File: config.mk
export PLATFORM = sky130hd
export DESIGN_NAME = rr_referee
export DESIGN_NICKNAME = d
export VERILOG_FILES = /design/src/rtl/referee_pkg.sv /design/src/rtl/rr_select.sv /design/src/rtl/rr_referee.sv
export SDC_FILE = /design/constraint.sdc
export NUM_CORES = 1
export LEC_CHECK = 0
export CAP_MARGIN = 20
export CORE_UTILIZATION = 45
export CTS_BUF_LIST = sky130_fd_sc_hd__clkbuf_16
export DETAILED_ROUTE_END_ITERATION = 16
export PLACE_DENSITY = 0.81
export SYNTH_ARGS = -nofsm -noshare
export SYNTH_HDL_FRONTEND = slang
export SYNTH_SLANG_ARGS = --single-unit
File: constraint.sdc
create_clock -name clk -period 3.74 [get_ports clk]
set_input_delay 0.748 -clock clk [delete_from_list [all_inputs] [get_ports clk]]
set_output_delay 0.748 -clock clk [all_outputs]
set_load 0.01 [all_outputs]
File: src/rtl/referee_pkg.sv
// Shared definitions for the round-robin referee: default sizing, index and
// counter widths, FSM encoding and a small wrap-around increment helper.
package referee_pkg;

    localparam int N_DEF     = 4;   // number of source FIFOs
    localparam int W_DEF     = 12;  // data word width
    localparam int BURST_DEF = 4;   // max consecutive pops from one source

    localparam int IW = 3;          // index width, covers up to 8 sources
    localparam int BW = 4;          // burst counter width, covers BURST up to 15
    localparam int CW = 16;         // forwarded-word counter width

    typedef enum logic {
        IDLE  = 1'b0,
        GRANT = 1'b1
    } state_t;

    // Next index after idx, wrapping back to 0 past the last of n sources.
    function automatic logic [IW-1:0] wrap_inc(input logic [IW-1:0] idx, input int n);
        if (int'(idx) >= n - 1) begin
            return '0;
        end else begin
            return idx + IW'(1);
        end
    endfunction

endpackage

File: src/rtl/rr_select.sv
// Round-robin picker: returns the first eligible source at or after start,
// wrapping modulo N. Purely combinational.
module rr_select
    import referee_pkg::*;
#(
    parameter int N = N_DEF
)(
    input  logic [N-1:0]  eligible,
    input  logic [IW-1:0] start,
    output logic          found,
    output logic [IW-1:0] idx
);

    // Rotate the request vector so that bit 0 corresponds to start.
    logic [N-1:0] rot;

    assign rot = N'({eligible, eligible} >> start);

    // Lowest set bit of the rotated vector wins; map it back to a source index.
    always_comb begin : scan
        int sum;
        found = 1'b0;
        idx   = '0;
        sum   = 0;
        for (int k = 0; k < N; k++) begin
            if (!found && rot[k]) begin
                found = 1'b1;
                sum   = int'(start) + k;
                if (sum >= N) begin
                    sum = sum - N;
                end
                idx = IW'(sum);
            end
        end
    end

endmodule

File: src/rtl/rr_referee.sv
// Round-robin referee draining N source FIFOs into one downstream FIFO, with
// bounded bursts per source and a 2-cycle pop-to-push pipeline.
//
// Handshake: pop_out[i] is a one-cycle read strobe to source i, which must
// present the popped word on its data_in slice in the following cycle;
// push_out is a write strobe the downstream FIFO accepts unconditionally, so
// almost_full_in is the only back-pressure and must leave room for the two
// words that can already be in flight when it rises.
module rr_referee
    import referee_pkg::*;
#(
    parameter int N     = N_DEF,
    parameter int W     = W_DEF,
    parameter int BURST = BURST_DEF
)(
    input  logic           clk,
    input  logic           reset,
    input  logic [N-1:0]   empty_in,
    input  logic [N-1:0]   almost_empty_in,
    input  logic [N*W-1:0] data_in,
    output logic [N-1:0]   pop_out,
    input  logic           almost_full_in,
    output logic           push_out,
    output logic [W-1:0]   data_out,
    output logic [IW-1:0]  grant_idx,
    output logic [CW-1:0]  fwd_count
);

    localparam logic [N-1:0] ONE = N'(1);

    state_t          state;
    state_t          state_nxt;
    logic [IW-1:0]   grant_nxt;
    logic [IW-1:0]   rr_ptr;
    logic [IW-1:0]   rr_ptr_nxt;
    logic [BW-1:0]   burst;
    logic [BW-1:0]   burst_nxt;
    logic [N-1:0]    pop_nxt;
    logic [N-1:0]    eligible;
    logic [N-1:0]    grant_oh;
    logic [IW-1:0]   next_ptr;
    logic [IW-1:0]   sel_start;
    logic            sel_found;
    logic [IW-1:0]   sel_idx;
    logic            grant_ok;
    logic            pipe_vld;
    logic [IW-1:0]   pipe_idx;
    logic [W-1:0]    cap_word;

    // A source holding one word that is being popped right now looks
    // non-empty for one more cycle because its flags are registered, so it
    // must not be popped again back-to-back.
    assign eligible  = ~empty_in & ~(pop_out & almost_empty_in);
    assign grant_oh  = ONE << grant_idx;
    assign grant_ok  = (eligible & grant_oh) != '0;
    assign next_ptr  = wrap_inc(grant_idx, N);

    // From IDLE the search starts at the rr pointer; while granting, the
    // search for the replacement source starts just past the current one.
    assign sel_start = (state == IDLE) ? rr_ptr : next_ptr;

    rr_select #(.N(N)) u_select (
        .eligible (eligible),
        .start    (sel_start),
        .found    (sel_found),
        .idx      (sel_idx)
    );

    // Next-state, next-grant and next-pop decision.
    always_comb begin
        state_nxt  = state;
        grant_nxt  = grant_idx;
        rr_ptr_nxt = rr_ptr;
        burst_nxt  = burst;
        pop_nxt    = '0;
        case (state)
            IDLE: begin
                if (!almost_full_in && sel_found) begin
                    state_nxt = GRANT;
                    grant_nxt = sel_idx;
                    burst_nxt = BW'(1);
                    pop_nxt   = ONE << sel_idx;
                end
            end
            GRANT: begin
                if (almost_full_in) begin
                    // Park the pointer on the interrupted source so it resumes
                    // first once the downstream drains.
                    state_nxt  = IDLE;
                    burst_nxt  = '0;
                    rr_ptr_nxt = grant_idx;
                end else if (grant_ok && (burst < BW'(BURST))) begin
                    burst_nxt = burst + BW'(1);
                    pop_nxt   = grant_oh;
                end else begin
                    // Rotation costs one pop-free cycle; IDLE re-picks from
                    // the advanced pointer with fresh flags.
                    state_nxt  = IDLE;
                    burst_nxt  = '0;
                    rr_ptr_nxt = next_ptr;
                    if (sel_found) begin
                        grant_nxt = sel_idx;
                    end
                end
            end
            default: begin
                state_nxt = IDLE;
            end
        endcase
    end

    // FSM, grant, pointer, burst counter and registered pop strobe.
    always_ff @(posedge clk) begin
        if (reset) begin
            state     <= IDLE;
            grant_idx <= '0;
            rr_ptr    <= '0;
            burst     <= '0;
            pop_out   <= '0;
        end else begin
            state     <= state_nxt;
            grant_idx <= grant_nxt;
            rr_ptr    <= rr_ptr_nxt;
            burst     <= burst_nxt;
            pop_out   <= pop_nxt;
        end
    end

    // Select the slice of the source that was popped last cycle.
    always_comb begin
        cap_word = '0;
        for (int i = 0; i < N; i++) begin
            if (pipe_idx == IW'(i)) begin
                cap_word = data_in[i*W +: W];
            end
        end
    end

    // Pop-to-push pipeline: remember which source was popped, capture its
    // word next cycle, push it the cycle after, and count every push.
    always_ff @(posedge clk) begin
        if (reset) begin
            pipe_vld  <= 1'b0;
            pipe_idx  <= '0;
            push_out  <= 1'b0;
            data_out  <= '0;
            fwd_count <= '0;
        end else begin
            pipe_vld <= |pop_out;
            pipe_idx <= grant_idx;
            push_out <= pipe_vld;
            if (pipe_vld) begin
                data_out <= cap_word;
            end
            if (push_out) begin
                fwd_count <= fwd_count + CW'(1);
            end
        end
    end

endmodule

[Yosys cells after proc, flatten, opt, wreduce, memory -nomap -nowiden]
Cells that the tools add are included.
Storage, ports and cells
  bits in registers: 48
  memories kept: 0
  output and inout port bits: 36
  latch bits: 0
  RAM bits: 0
  bits of input ports: 59
  bits in read-only memories: 0
Cells by class
  mux-type cells: 37
  divide/modulo/power cells: 0
  bitwise logic cells: 6
  eq/ne operators: 8
  magnitude comparators: 6
  multipliers: 0
  reductions and logical operators: 14
  add/subtract/negate cells: 10
  shift operators: 3
Operators with widths (count)
  $mux 12: 4
  $mux 3: 16
  $mux 4: 6
  $add 16x1->16 const B: 1
  $pmux 4 s2: 2
  $and 4x4->4: 3
  $ge 4x3->1 const B: 3
  $sub 3x3->3 const B: 4
  $add 3x2->4 const B: 2
  $not 4->4: 2
  $shl 1x3->4 const A: 2
  $shr 8x3->4: 1
  $mux 1: 7
  $eq 3x2->1 const B: 2
  $ne 2x2->1 const B: 3
  $pmux 3 s2: 1
  $logic_and 1x1->1: 5
  $add 3x1->4 const B: 1
  $add 4x1->4 const B: 1
  $logic_not 1->1: 4
  $lt 4x3->1 const B: 1
  $ne 2x1->1 const B: 2
  $reduce_and 4->1: 1
  $reduce_bool 4->1: 1
  9 further kinds: 9

[Longest topological paths before layout]
  word-level depth: 18
  gate-level depth with buffers: 10
  depth with buffers taken out: 10

[Cells and area by module]
From an unflattened synthesis, not the netlist that was laid out.
Unflattened totals
  cell total of the unflattened synthesis: 314
  area, all modules: 2773.9 um^2
By module, submodules not included
  rr_referee: times used 1, cells each 272, area an instance 2517.4 um^2, seq. area each 960.9 um^2
  rr_select: times used 1, cells each 42, area an instance 256.5 um^2, seq. area each 0.0 um^2

[Worst setup path before layout]
OpenSTA, ideal clock, no wires.
  path type: register -> register
  start: reg grant_idx[0]
  end: reg pop_out[0]
  buffers on the path: 0
  stages on the path, launching flop included: 11
  slack: 1.014 ns
  arrival: 2.609 ns
  data required time: 3.623 ns
  cells stage by stage: dfxtp_1 ha_1 ha_1 nor4b_2 nor2_2 inv_4 o21ai_4 mux2_4 a32o_2 mux2_4 a22o_1
Between the ends
  cells in the longest elaborated chain, start to end: 17
  elaborated cells between the ends (all ways): 44
Ends and longest elaborated chain
  from (decl): RTL line rr_referee.sv:25  | output logic [IW-1:0] grant_idx,
  from (signal assigned): RTL line rr_referee.sv:122  | grant_idx <= grant_nxt;
  branches (longest 16 deep; another with $add 3x1->4)
  $pmux 4 s2 (*): RTL line rr_referee.sv:76  | case (state)
  to (signal assigned): RTL line rr_referee.sv:125  | pop_out <= pop_nxt;
  to (decl): RTL line rr_referee.sv:21  | output logic [N-1:0] pop_out,
Every way passes the cells marked *.
A chain may end at the register's enable or synchronous reset.

[Worst setup path in the final report]
Same ends and word-level chain as after synthesis.

==> metrics.md <==
| Metric | Value |
|---|---|
| Slew HR | `0.401` |
| Main synth FF type | `dfxtp_1` |
| Hold Fails Final Rpt | `0` |
| Cell family with most CP delay | `compound AO/OA/AOI/OAI gates` |
| IO Port Bufs | `94` |
| Achievable Freq | `343 MHz` |
| Die ar. | `6030 um2` |
| Worst-path maximum fanout | `9` |
| Dpl hpwl | `5150 um` |
| Total clock sinks | `48` |
| Leakage | `1.38 nW` |
| Antenna violations before repair | `0` |
| DR vias/cell | `5.48` |
| CP Capture Type | `register` |
| Io pins | `95` |
| Synth Warn # | `0` |
| Post-synth top area share | `0.373` |
| Number of global-route vias before repair | `2396` |
| Count leader, synth | `dfxtp_1` |
| Grt total ovfl | `0` |
| Vias | `2413` |
| Number of synthesized flops with an enable pin | `0` |
| Final setup viols | `0` |
| DRC Markers | `0` |
| Setup Skew | `0.00403 ns` |
| Distinct cells, synth | `53` |
| Die Width | `77.6 um` |
| WL per Instance | `15.0 um` |
| Hold-fix buffers, CTS | `0` |
| Worst EP arrival | `3.08 ns` |
| Max incr delay on CP | `0.53 ns` |
| Ant. Diodes | `0` |
| Fillers | `437` |
| Ys async rst share | `0` |
| Global placement routability congestion | `0.930` |
| Status | `completed` |
| CORE AREA | `5510 um2` |
| RSZ-0062 raised after global routing | `false` |
| Yosys reg bits | `48` |
| Syn_area_per_cell | `9.33 um2` |
| Synth-to-Final Area Change | `44.2%` |
| Post-Syn Nets | `343` |
| Cts bufs inserted | `5` |
| Post-route insts no fill | `440` |
| CTS-repair resized insts | `0` |
| IR drop worst, VDD | `0.000376 V` |
| First-pass GRT wire length | `11100 um` |
| Nets | `435` |
| CP cell instances | `ha_1 -> ha_1 -> nor4b_2 -> nor2_2 -> inv_4 -> o21ai_4 -> mux2_4 -> a32o_2 -> mux2_4 -> a22o_1` |
| CP bufs+invs | `1` |
| Clock-pin slew on the worst setup and hold paths | `0.06 ns` |
| WL final | `6610 um` |
| Final TNS setup | `0 ns` |
| Synth Cell Area | `2570 um2` |
| Clk Tree Root Cell | `clkbuf_16` |
| Synth area leader | `dfxtp_1` |
| CP max stage cell | `dfxtp_1` |
| Top cells by area, synth | `dfxtp_1 (37%), mux4_2 (10%), nor2_1 (6.9%)` |
| Initial cell density of the core | `0.468` |
| Minimum clock period | `2.91 ns` |
| Least-Margin Pin Slew | `0.897 ns` |
| CTS tree | `built` |
| Pwr Density | `378 nW/um2` |
| CP Class | `reg -> reg` |
| Worst setup SP type | `register` |
| Final Cycle Share | `0.779` |
| Clock latency on the worst-skew pair | `0.28 ns` |
| Postcts setup bufs | `0` |
| Die height | `77.6 um` |
| Critical Path RT | `3.91 ns` |
| Synth Instances | `276` |
| Cell total after placement | `433` |
| Routed Antenna Nets | `0` |
| Max-Cap Viols | `0` |
| Gr usage total | `0.231` |
| Layout cells sized above 1 | `0.0897` |
| Post-synth top cells | `dfxtp_1 (48), nor2_1 (47), a21oi_1 (21)` |
| Seq/Total Area, Yosys | `0.373` |
| Largest net degree at the start of global routing | `30` |
| Drt pass-1 iters | `4` |
| Clock Path Buffers | `2` |
| Hold WC Path Type | `reg -> reg` |
| Core Rows | `27` |
| Max-slew violations | `0` |
| CTS H-tree depth | `2` |
| Initial DRC Count | `98` |
==> placed cells by master (no fill, tap or decap), types with 3 or more instances in the layout <==
cell type / n
clkbuf_16: 5
nand3_1: 9
a211oi_1: 3
o2bb2ai_1: 3
a22oi_1: 3
a21o_1: 3
xor2_1: 12
clkdlybuf4s50_1: 94
nand4_1: 3
nand2_1: 14
nor3_1: 4
or3_1: 3
dfxtp_1: 48
and3_1: 6
o21ai_1: 4
inv_1: 4
mux2i_1: 4
nor2_1: 47
mux4_2: 12
ha_1: 8
a21oi_1: 21
nor2b_1: 17
buf_4: 3
==> layer usage <==
metal / track usage / wire length [um] / share of wire / vias up
li1: - / - / - / 1181
met1: 0.287 / 2830 / 0.43 / 1159
met2: 0.405 / 3430 / 0.52 / 66
met3: 0.0400 / 279 / 0.042 / 7
met4: 0.0679 / 72 / 0.011 / 0
met5: 0 / 0 / 0 / -
==> flip-flops by register name (all words and copies together), names as in the netlist <==
register,count
burst,4
data_out,12
fwd_count,16
grant_idx,3
pipe_idx,3
pipe_vld,1
pop_out,4
push_out,1
rr_ptr,3
state,1
==> path summary, 6_finish.rpt <==
check	cells after the start	slack [ns]	end	from
setup / recovery	10	0.83	pop_out[0]	grant_idx[0]
hold / removal	1	0.48	burst[3]	burst[3]
setup reg to reg	10	0.83	pop_out[0]	grant_idx[0]
hold reg to reg	1	0.48	burst[3]	burst[3]
==> power by group <==
part           internal, mW  switching (mW)
Sequential            0.545          0.0496
Combinational         0.214           0.177
Clock                 0.243           0.176
==> worst register-to-register path, delay by kind of cell (launching register included) <==
family / cells / cell delay, ns
adder cells (fa/ha/maj): 2 / 0.48
buffers and inverters: 1 / 0.10
multiplexers: 2 / 0.63
AO/OA/AOI/OAI: 3 / 0.70
flip-flops: 1 / 0.53
AND/OR/NAND/NOR: 2 / 0.37
==> final cells by class <==
| type | count | area [um2] | share of cell area |
|---|---|---|---|
| inverters | 6 | 25.0 | 0.00674 |
| flip-flops and latches | 48 | 961 | 0.259 |
| multi-input cells | 210 | 1540 | 0.414 |
| clock inverters | 2 | 12.5 | 0.00337 |
| well taps | 72 | 90.1 | 0.0243 |
| clock buffers | 5 | 125 | 0.0337 |
| repair buffers | 97 | 963 | 0.259 |
==> cells by family after synthesis <==
logic type / after synthesis / share of synthesized area
buf+inv: 18 / 0.0301
compound gates: 59 / 0.169
xor+xnor: 14 / 0.0476
flops: 48 / 0.373
mux: 18 / 0.132
fa+ha+maj: 8 / 0.0389
simple gates: 111 / 0.209
==> stage by stage <==
step           total power, mW  cell area (um2)  hold WS [ns]  worst slack, ns  utilization
2_1_floorplan            0.833             2570         0.457             1.01            -
3_3_place_gp             0.991             3580         0.464            0.761        0.649
3_5_place_dp             0.996             3580         0.480            0.752        0.649
4_1_cts                   1.42             3710         0.488            0.842        0.674
5_1_grt                   1.47             3710         0.498            0.550        0.674
6_report                  1.40             3710         0.482            0.826        0.674
Power figures use the tool's default switching activity.
